File: src/rtl/iob_wishbone_byte_adapter_pkg.sv
// Shared types and defaults for the 32/16-bit to 8-bit Wishbone byte adapter.
// The optional downstream timeout is enabled by IOB_WISHBONE_BYTE_ADAPTER_TIMEOUT_EN.
package iob_wishbone_byte_adapter_pkg;

    typedef enum logic [1:0] {
        IDLE = 2'd0,
        BYTE = 2'd1,
        DONE = 2'd2
    } state_t;

    localparam int unsigned DEF_ADDR_W      = 5;
    localparam int unsigned DEF_UP_DATA_W   = 32;
    localparam int unsigned DEF_TIMEOUT_CYC = 255;

    function automatic int unsigned lanes_of(input int unsigned up_data_w);
        return up_data_w / 8;
    endfunction

endpackage

File: src/rtl/iob_wishbone_lane_pick.sv
// Lowest-set-bit finder over the remaining byte-lane mask.
module iob_wishbone_lane_pick #(
    parameter int unsigned LANES  = 4,
    parameter int unsigned LANE_W = 2
) (
    input  logic [LANES-1:0]  mask_i,
    output logic [LANE_W-1:0] lane_o,
    output logic              none_o
);

    // Scanning downward leaves the lowest set bit as the final winner.
    always_comb begin
        lane_o = '0;
        for (int unsigned i = LANES; i > 0; i--) begin
            if (mask_i[i-1]) begin
                lane_o = LANE_W'(i - 1);
            end
        end
        none_o = ~|mask_i;
    end

endmodule

File: src/rtl/iob_wishbone_byte_adapter.sv
// Splits each upstream 16/32-bit Wishbone access into 8-bit downstream cycles, low lane first.
// Optional timeout per byte: define IOB_WISHBONE_BYTE_ADAPTER_TIMEOUT_EN.
module iob_wishbone_byte_adapter
    import iob_wishbone_byte_adapter_pkg::*;
#(
    parameter int unsigned ADDR_W      = DEF_ADDR_W,
    parameter int unsigned UP_DATA_W   = DEF_UP_DATA_W,
    parameter int unsigned TIMEOUT_CYC = DEF_TIMEOUT_CYC
) (
    input  logic                   clk_i,
    input  logic                   cke_i,
    input  logic                   rst_i,
    input  logic [ADDR_W-1:0]      up_adr_i,
    input  logic [UP_DATA_W-1:0]   up_dat_i,
    input  logic [UP_DATA_W/8-1:0] up_sel_i,
    input  logic                   up_we_i,
    input  logic                   up_cyc_i,
    input  logic                   up_stb_i,
    output logic [UP_DATA_W-1:0]   up_dat_o,
    output logic                   up_ack_o,
    output logic [ADDR_W-1:0]      dn_adr_o,
    output logic [7:0]             dn_dat_o,
    output logic                   dn_we_o,
    output logic                   dn_cyc_o,
    output logic                   dn_stb_o,
    output logic                   dn_sel_o,
    input  logic [7:0]             dn_dat_i,
    input  logic                   dn_ack_i,
    output logic                   err_o
);

    localparam int unsigned LANES  = lanes_of(UP_DATA_W);
    localparam int unsigned LANE_W = $clog2(LANES);
    localparam logic [ADDR_W-1:0] LANE_MASK = ADDR_W'(LANES - 1);

    state_t                 state_q, state_d;
    logic [ADDR_W-1:0]      adr_q, adr_d;
    logic [UP_DATA_W-1:0]   dat_q, dat_d;
    logic [LANES-1:0]       mask_q, mask_d;
    logic                   we_q, we_d;
    logic [UP_DATA_W-1:0]   acc_q, acc_d;

    logic [LANE_W-1:0]      lane;
    logic                   none_left;
    logic                   byte_done;
    logic                   in_byte;

`ifdef IOB_WISHBONE_BYTE_ADAPTER_TIMEOUT_EN
    logic [7:0]             cnt_q, cnt_d;
    logic                   err_q, err_d;
`endif

    iob_wishbone_lane_pick #(
        .LANES  (LANES),
        .LANE_W (LANE_W)
    ) u_lane_pick (
        .mask_i (mask_q),
        .lane_o (lane),
        .none_o (none_left)
    );

    always_ff @(posedge clk_i) begin
        if (rst_i) begin
            state_q <= IDLE;
            adr_q   <= '0;
            dat_q   <= '0;
            mask_q  <= '0;
            we_q    <= 1'b0;
            acc_q   <= '0;
`ifdef IOB_WISHBONE_BYTE_ADAPTER_TIMEOUT_EN
            cnt_q   <= '0;
            err_q   <= 1'b0;
`endif
        end else if (cke_i) begin
            state_q <= state_d;
            adr_q   <= adr_d;
            dat_q   <= dat_d;
            mask_q  <= mask_d;
            we_q    <= we_d;
            acc_q   <= acc_d;
`ifdef IOB_WISHBONE_BYTE_ADAPTER_TIMEOUT_EN
            cnt_q   <= cnt_d;
            err_q   <= err_d;
`endif
        end
    end

    always_comb begin
        state_d   = state_q;
        adr_d     = adr_q;
        dat_d     = dat_q;
        mask_d    = mask_q;
        we_d      = we_q;
        acc_d     = acc_q;
        byte_done = 1'b0;
`ifdef IOB_WISHBONE_BYTE_ADAPTER_TIMEOUT_EN
        cnt_d     = cnt_q;
        err_d     = err_q;
`endif

        case (state_q)
            IDLE: begin
                if (up_cyc_i && up_stb_i) begin
                    adr_d   = up_adr_i;
                    dat_d   = up_dat_i;
                    mask_d  = up_sel_i;
                    we_d    = up_we_i;
                    acc_d   = '0;
                    state_d = (up_sel_i != '0) ? BYTE : DONE;
`ifdef IOB_WISHBONE_BYTE_ADAPTER_TIMEOUT_EN
                    cnt_d   = '0;
                    err_d   = 1'b0;
`endif
                end
            end

            BYTE: begin
                if (none_left) begin
                    state_d = DONE;
                end else begin
                    if (dn_ack_i) begin
                        if (!we_q) begin
                            acc_d[8*lane +: 8] = dn_dat_i;
                        end
                        byte_done = 1'b1;
                    end
`ifdef IOB_WISHBONE_BYTE_ADAPTER_TIMEOUT_EN
                    // An unanswered byte is abandoned and reads back as all ones.
                    else if (cnt_q == 8'(TIMEOUT_CYC)) begin
                        if (!we_q) begin
                            acc_d[8*lane +: 8] = 8'hFF;
                        end
                        err_d     = 1'b1;
                        byte_done = 1'b1;
                    end else begin
                        cnt_d = cnt_q + 8'd1;
                    end
`endif
                    if (byte_done) begin
                        mask_d = mask_q & ~(LANES'(1) << lane);
`ifdef IOB_WISHBONE_BYTE_ADAPTER_TIMEOUT_EN
                        cnt_d  = '0;
`endif
                        if (mask_d == '0) begin
                            state_d = DONE;
                        end
                    end
                end
            end

            DONE: begin
                state_d = IDLE;
            end

            default: begin
                state_d = IDLE;
            end
        endcase
    end

    assign in_byte  = (state_q == BYTE);
    assign dn_cyc_o = in_byte;
    assign dn_stb_o = in_byte;
    assign dn_sel_o = in_byte;
    assign dn_we_o  = in_byte & we_q;
    assign dn_adr_o = in_byte ? ((adr_q & ~LANE_MASK) | ADDR_W'(lane)) : '0;
    assign dn_dat_o = in_byte ? dat_q[8*lane +: 8] : '0;
    assign up_ack_o = (state_q == DONE);
    assign up_dat_o = acc_q;

`ifdef IOB_WISHBONE_BYTE_ADAPTER_TIMEOUT_EN
    assign err_o = err_q;
`else
    assign err_o = 1'b0;
`endif

endmodule

File: config.mk
export PLATFORM = sky130hd
export DESIGN_NAME = iob_wishbone_byte_adapter
export DESIGN_NICKNAME = d
export VERILOG_FILES = /design/src/rtl/iob_wishbone_byte_adapter_pkg.sv /design/src/rtl/iob_wishbone_lane_pick.sv /design/src/rtl/iob_wishbone_byte_adapter.sv
export SDC_FILE = /design/constraint.sdc
export NUM_CORES = 1
export LEC_CHECK = 0
export CAP_MARGIN = 5
export CORE_AREA = 8 8 94 96
export CTS_CLUSTER_SIZE = 8
export DETAILED_ROUTE_END_ITERATION = 10
export DIE_AREA = 0 0 102 104
export DONT_BUFFER_PORTS = 1
export PLACE_DENSITY = 0.62
export RECOVER_POWER = 100
export SYNTH_ARGS = -nofsm -noshare
export SYNTH_HDL_FRONTEND = slang
export SYNTH_HIERARCHICAL = 1
export SYNTH_SLANG_ARGS = --single-unit
File: constraint.sdc
create_clock -name clk_i -period 4.15 [get_ports clk_i]
set_clock_uncertainty 0.15 [all_clocks]
set_input_delay 0.83 -clock clk_i [delete_from_list [all_inputs] [get_ports clk_i]]
set_output_delay 0.83 -clock clk_i [all_outputs]
set_load 0.01 [all_outputs]
==> metrics.md, run 1 <==
| Metric | Value |
|---|---|
| Congestion Overflow GR | `0` |
| Most common cell in the synthesized netlist | `nand2_1` |
| Summed negative setup slack over all endpoints | `0 ps` |
| Endpoints failing setup | `0` |
| Seq/Total Area, Yosys | `0.419` |
| Number of hold buffers added after CTS | `0` |
| Post-detailed-route DRC marker count | `0` |
| Depth of the most critical reg-to-reg path | `7` |
| Worst vdd ir | `0.203 mV` |
| Final Routed Wirelength | `8290 um` |
| Post-CTS sizing | `0` |
| Library cell used as clock root buffer | `clkbuf_8` |
| Antenna Violating Nets Remaining | `0` |
| Number of global-route vias before repair | `2,685` |
| Path class of the lowest-slack min-delay path | `reg2reg` |
| Total cell area at the placement stage | `3570 um2` |
| Global-route wire length before repair | `13,700 um` |
| Reg clk slew, reported paths | `80 ps` |
| Logic pwr share | `0.108` |
| Via/cell ratio | `5.37` |
| Half-perimeter wire length after placement | `5990 um` |
| Startpoint Class | `register` |
| Lkg Pwr | `1.33 nW` |
| Total Routing Usage GR | `0.160` |
| Starting Density | `0.474` |
| Length of routed met2 wiring | `3900 um` |
| Part of the total power dissipated in sequential elements | `0.511` |
| Post-CTS repair timing setup buffer count | `0` |
| Violated checks | `max-capacitance violations, max-slew violations` |
| Internal power of the cells | `1.08 mW` |
| Depth of the worst hold-timing path | `2` |
| Number of sinks driven by the clock tree | `74` |
| Synth Register Bits | `74` |
| Die H | `104 um` |
| H-tree depth | `3` |
| Post-synth top area share | `0.419` |
| DRT iter0 DRCs | `80` |
| Relative max-transition margin | `-0.0295` |
| Initial antenna violation count | `0` |
| Clock latency of the later-clocked register in the worst-skew pair | `330 ps` |
| 1st-pass router iterations | `4` |
| Switching part of the total power | `0.257` |
| Critical path start-end classification | `reg2out` |
| Maximum buffer depth of the clock tree | `2` |
| Crit Path Max Fanout | `9` |
| Syn avg cell area | `8.57 um2` |
| Synthesized netlist net count | `476` |
| Maximum operating frequency | `278 MHz` |
| Data arrival, critical path | `2620 ps` |
| Core outline area | `7450 um2` |
| CTS Buf Count | `9` |
| Number of distinct library cell variants in the gate-level netlist after synthesis | `38` |
| Routed wirelength normalized by instance count | `16.4 um` |
| Startpoint of the worst register-to-register path | `mask_q[2]` |
| Final Hold Viols | `0` |
| Floorplan die area | `10,600 um2` |
| Proportion of layout cells with a drive suffix above 1 | `0.0817` |
| Worst r2r dst | `up_dat_o[27]` |
| CTS tree | `built` |
| NetSw | `372 uW` |
| Fraction of power consumed by the clock network | `0.381` |
| Area grow syn2layout | `5.84%` |
| Number of max-slew violations in the final report | `41` |
| Port Buffers | `0` |
| Synth top cells by count | `103 x nand2_1, 74 x dfxtp_1, 49 x a21oi_1` |
| Post-Syn Instances | `412` |
| Largest area contributor in the synthesized netlist | `dfxtp_1` |
| Die X-Extent | `102 um` |
| Area of the mapped netlist | `3530 um2` |
| Antenna fix cells | `0` |
| Maximum number of pins on one net before global-route repair | `85` |
| MaxCap Viol Count | `1` |
| Length of routed wiring on met1 | `3450 um` |
| End point of the critical path | `dn_dat_o[6]` |
| Register-to-register setup slack | `840 ps` |
| Top Layer Used | `met4` |
| Slew at the pin closest to its max-slew limit | `1540 ps` |
| Met3 WL post-DR | `812 um` |
| Minimum clock period after layout | `3600 ps` |
| Leading post-synthesis cells by cell area | `dfxtp_1 42%, nand2_1 11%, a21oi_1 6.9%` |
| I/O Pins | `107` |
| Power density cells | `388 nW/um2` |
| Prevailing post-synth register cell | `dfxtp_1` |
| Final RePlAce weighted congestion | `0.818` |
| Unrepaired setup endpoints after global routing | `no` |
| Minimum setup slack after placement | `1200 ps` |
| Critical Path Sink Type | `output pin` |
| Number of warnings issued by yosys | `6` |
| Routed via count | `2,717` |
| Number of flops mapped to enable cells by yosys | `0` |
| Final standard cell area without fillers | `3740 um2` |
| Post-synth ARST share | `0` |
| Row cnt | `32` |
| Outcome | `finished with violations` |
| WP data required | `3170 ps` |
| Final Worst Setup Slack | `551 ps` |
| Beginning of the critical path | `mask_q[2]` |
| Final clock period utilization by the worst path | `0.867` |
| # nets final | `464` |
## metrics by stage
| stage | util | std cells | hold WS (ps) | power (mW) |
|---|---|---|---|---|
| floorplan | - | 412 | 282 | 0.902 |
| global placement | 0.479 | 491 | 283 | 0.916 |
| detailed placement | 0.479 | 491 | 289 | 0.919 |
| CTS | 0.505 | 506 | 299 | 1.47 |
| global route | 0.502 | 506 | 315 | 1.52 |
| finish | 0.502 | 506 | 300 | 1.45 |
## cell usage in the layout, fill, tap and decap left out, drive strengths merged, types with 7 or more instances in the layout
master	count
nor2b	12
nor2	12
nand4	9
inv	7
dfxtp	74
nand2	104
mux2i	24
a21oi	49
o21ai	16
mux4	8
and2	12
nand2b	31
ha	8
clkbuf	13
## critical path: stages (launching register included)
cell and delay, ps:
dfxtp_1 350, nand2b_1 150, a21oi_1 560, clkbuf_2 450, mux4_2 550, and2_0 230
## worst min-delay path by stage
stage	start	end	slack [ps]
6_report	dat_q[10]	dat_q[10]	300
5_1_grt	dat_q[18]	dat_q[18]	310
4_1_cts	dat_q[21]	dat_q[21]	300
3_5_place_dp	dat_q[21]	dat_q[21]	290
3_3_place_gp	adr_q[2]	adr_q[2]	280
2_1_floorplan	adr_q[2]	adr_q[2]	280
## layer usage
metal / GRT usage / vias up
li1: - / 1352
met1: 0.191 / 1273
met2: 0.252 / 80
met3: 0.0629 / 12
met4: 0.0546 / 0
met5: 0 / -
## final cells by class
type,instances,area (um2)
fill,771,3710
multi-input combinational,304,1890
sequential,74,1480
clock buffer,11,141
tap,102,128
clock inverter,4,52.6
inverter,7,26.3
timing repair buffer,4,23.8
## cell families after synthesis
logic type / after synthesis / synth area share
buffers and inverters: 34 / 0.0446
and+or+nand+nor: 189 / 0.261
AOI/OAI and AO/OA: 73 / 0.123
other: 1 / 0.00106
DFF: 74 / 0.419
adders and majority gates: 8 / 0.0283
muxes: 33 / 0.122
## power by group through the flow
| stage | logic [mW] | clock network [mW] | registers (mW) |
|---|---|---|---|
| after floorplan | 0.149 | 0 | 0.753 |
| after global routing | 0.175 | 0.601 | 0.743 |
| after global placement | 0.159 | 0 | 0.757 |
| final | 0.156 | 0.553 | 0.741 |
| after detailed placement | 0.161 | 0 | 0.758 |
| after CTS | 0.161 | 0.570 | 0.741 |
## sequential cells by signal (all words and copies together), names as in the netlist
register,cells
dat_q,32
state_q,2
adr_q,3
mask_q,4
up_dat_o,32
we_q,1
No activity file was read; power rests on OpenSTA's default activity.
==> inputs of run 2 (changes only) <==
--- a/config.mk
+++ b/config.mk
@@ -12,7 +12,8 @@
 export DIE_AREA = 0 0 102 104
 export DONT_BUFFER_PORTS = 1
 export PLACE_DENSITY = 0.62
-export RECOVER_POWER = 100
+export RECOVER_POWER = 50
+export SLEW_MARGIN = 20
 export SYNTH_ARGS = -nofsm -noshare
 export SYNTH_HDL_FRONTEND = slang
 export SYNTH_HIERARCHICAL = 1
==> run 2 against run 1 <==
The run still ends with max-capacitance violations, max-slew violations left. Worst hold slack got worse by 0.69 ps. Critical path depth is 2 lower. Worst setup slack better by 320 ps. Sequential cell count stayed put. Count of clock-buffer cells in the layout unchanged. Cell count is the same. Design area is 0.50% higher.
==> metrics.md, run 2 (synthesis gave the netlist of run 1 again) <==
| Metric | Value |
|---|---|
| Startpoint Class | `register` |
| Area grow syn2layout | `6.38%` |
| Power density cells | `387 nW/um2 (-0.29%)` |
| Critical path, cell by cell | `nand2b_1, inv_1, and2_1` |
| Standard cell with the maximum stage delay on the critical path | `nand2b_1` |
| Die X-Extent | `102 um (unchanged)` |
| Final standard cell area without fillers | `3760 um2 (+0.50%)` |
| Post-detailed-route DRC marker count | `0 (unchanged)` |
| Final clock period utilization by the worst path | `0.791 (-0.0760)` |
| Beginning of the critical path | `state_q[1]` |
| Final Routed Wirelength | `8300 um (about the same)` |
| 1st-pass router iterations | `4 (unchanged)` |
| Global Route met2 Usage | `0.252 (unchanged)` |
| DRT iter0 DRCs | `84 (+5.0%)` |
| Proportion of layout cells with a drive suffix above 1 | `0.0891 (+0.00743)` |
| WP data required | `3170 ps (about the same)` |
| End point of the critical path | `dn_adr_o[4]` |
| Final Hold Viols | `0 (unchanged)` |
| Floorplan die area | `10,600 um2 (unchanged)` |
| Data arrival, critical path | `2300 ps (-320 ps)` |
| Leading cell types in the layout, fill and taps excluded | `103 x nand2_1, 74 x dfxtp_1, 48 x a21oi_1` |
| Die H | `104 um (unchanged)` |
| Maximum number of pins on one net before global-route repair | `85 (unchanged)` |
| Initial antenna violation count | `0 (unchanged)` |
| Via/cell ratio | `5.36 (-0.11%)` |
| Reg clk slew, reported paths | `80 ps (about the same)` |
| Startpoint of the worst register-to-register path | `mask_q[2]` |
| Total Routing Usage GR | `0.160 (unchanged)` |
| Met1 routing resource usage after global routing | `0.191 (unchanged)` |
| # nets final | `464 (unchanged)` |
| Antenna Violating Nets Remaining | `0 (unchanged)` |
| Total Power Consumption | `1.45 mW (+0.21%)` |
| Post-CTS repair timing setup buffer count | `0 (unchanged)` |
| Number of max-slew violations in the final report | `41 (unchanged)` |
| Total cell area at the placement stage | `3570 um2 (unchanged)` |
| Critical Path Sink Type | `output pin` |
| Congestion Overflow GR | `0 (unchanged)` |
| Global routing met3 resource utilization | `0.0629 (unchanged)` |
| Half-perimeter wire length after placement | `5990 um (unchanged)` |
| Endpoints failing setup | `0 (unchanged)` |
| Worst vdd ir | `0.202 mV (-0.14%)` |
| Lkg Pwr | `1.35 nW (+0.90%)` |
| Global route hottest layer | `met2` |
| Clock latency of the later-clocked register in the worst-skew pair | `330 ps (about the same)` |
| Path class of the lowest-slack min-delay path | `reg2reg` |
| I/O Pins | `107 (unchanged)` |
| Stage delay of the slowest cell on the critical path | `560 ps (about the same)` |
| Number of sinks driven by the clock tree | `74 (unchanged)` |
| Library cell used as clock root buffer | `clkbuf_8` |
| Number of hold buffers added after CTS | `0 (unchanged)` |
| Routed via count | `2,714 (-0.11%)` |
| Routed wirelength normalized by instance count | `16.4 um (about the same)` |
| Register-to-register setup slack | `1250 ps (+410 ps)` |
| Leading cell type in the layout, fill and taps excluded | `nand2_1` |
| Outcome | `finished with violations` |
| H-tree depth | `3 (unchanged)` |
| MaxCap Viol Count | `1 (unchanged)` |
| Maximum operating frequency | `305 MHz (+9.6%)` |
| CTS tree | `built` |
| Number of global-route vias before repair | `2,685 (unchanged)` |
| Crit Path Max Fanout | `18 (+9)` |
| Core outline area | `7450 um2 (unchanged)` |
| Starting Density | `0.474 (unchanged)` |
| Post-CTS sizing | `0 (unchanged)` |
| Unrepaired setup endpoints after global routing | `no` |
| Row cnt | `32 (unchanged)` |
| Minimum clock period after layout | `3280 ps (-315 ps)` |
| Summed negative setup slack over all endpoints | `0 ps (unchanged)` |
| Slew at the pin closest to its max-slew limit | `1550 ps (+9.05 ps)` |
| CTS Buf Count | `9 (unchanged)` |
| Worst r2r dst | `up_dat_o[22]` |
| Depth of the most critical reg-to-reg path | `8 (+1)` |
| Global-route wire length before repair | `13,700 um (unchanged)` |
| Critical path start-end classification | `reg2out` |
| Maximum buffer depth of the clock tree | `2 (unchanged)` |
| Relative max-transition margin | `-0.0355 (-0.00603)` |
| Layout filler cell count | `767 (-0.52%)` |
| Antenna fix cells | `0 (unchanged)` |
| Final RePlAce weighted congestion | `0.818 (unchanged)` |
| Violated checks | `max-capacitance violations, max-slew violations` |
| Port Buffers | `0 (unchanged)` |
==> run 2: changes by cell type in the layout (fill, tap and decap cells not counted) <==
cell,change
buf_4,+1
clkbuf_2,-1
a21oi_2,+1
and2_1,+10
and2_0,-10
nor4_1,-2
a21oi_1,-1
nor4_2,+2
==> run 2: area by class of cell <==
class	count	area, um2	area share
clock buffer	11	141	0.0376
clock inverter	4	52.6	0.0140
inverter	7	26.3	0.00699
multi-input combinational	304	1900	0.506
sequential	74	1480	0.394
tap	102	128	0.0340
timing repair buffer	4	26.3	0.00699
==> run 2: how the worst min path moves through the flow <==
stage | to | start | cells past startpoint
after floorplan | adr_q[2] | adr_q[2] | 2
after global placement | adr_q[2] | adr_q[2] | 2
after detailed placement | dat_q[21] | dat_q[21] | 2
after CTS | dat_q[21] | dat_q[21] | 2
after global routing | dat_q[18] | dat_q[18] | 2
final | dat_q[10] | dat_q[10] | 2
==> run 2: stage by stage <==
stage                     setup WS, ps  utilization  instances  hold WS [ps]
after global routing               663        0.505        506           315
after floorplan                   1180            -        412           282
after detailed placement          1200        0.479        491           289
after global placement            1240        0.479        491           283
after CTS                          816        0.505        506           299
final                              866        0.505        506           299
==> run 2: power breakdown <==
part / switching (mW) / internal [mW] / total (mW)
Clock: 0.262 / 0.291 / 0.553
Combinational: 0.0978 / 0.0608 / 0.159
Sequential: 0.0144 / 0.727 / 0.741
Total: 0.374 / 1.08 / 1.45
==> run 2: worst max-delay path: cells and delay by family (launching register included) <==
family / cells / cell delay [ps]
AND/OR/NAND/NOR: 2 / 920
flip-flops: 1 / 530
buffers and inverters: 1 / 520
==> run 2: routing by layer <==
metal	up-vias	share of wire	wire length, um
met5	-	0	0
met4	0	0.015	123
met3	12	0.097	808
met2	78	0.46	3850
met1	1271	0.42	3520
li1	1353	-	-
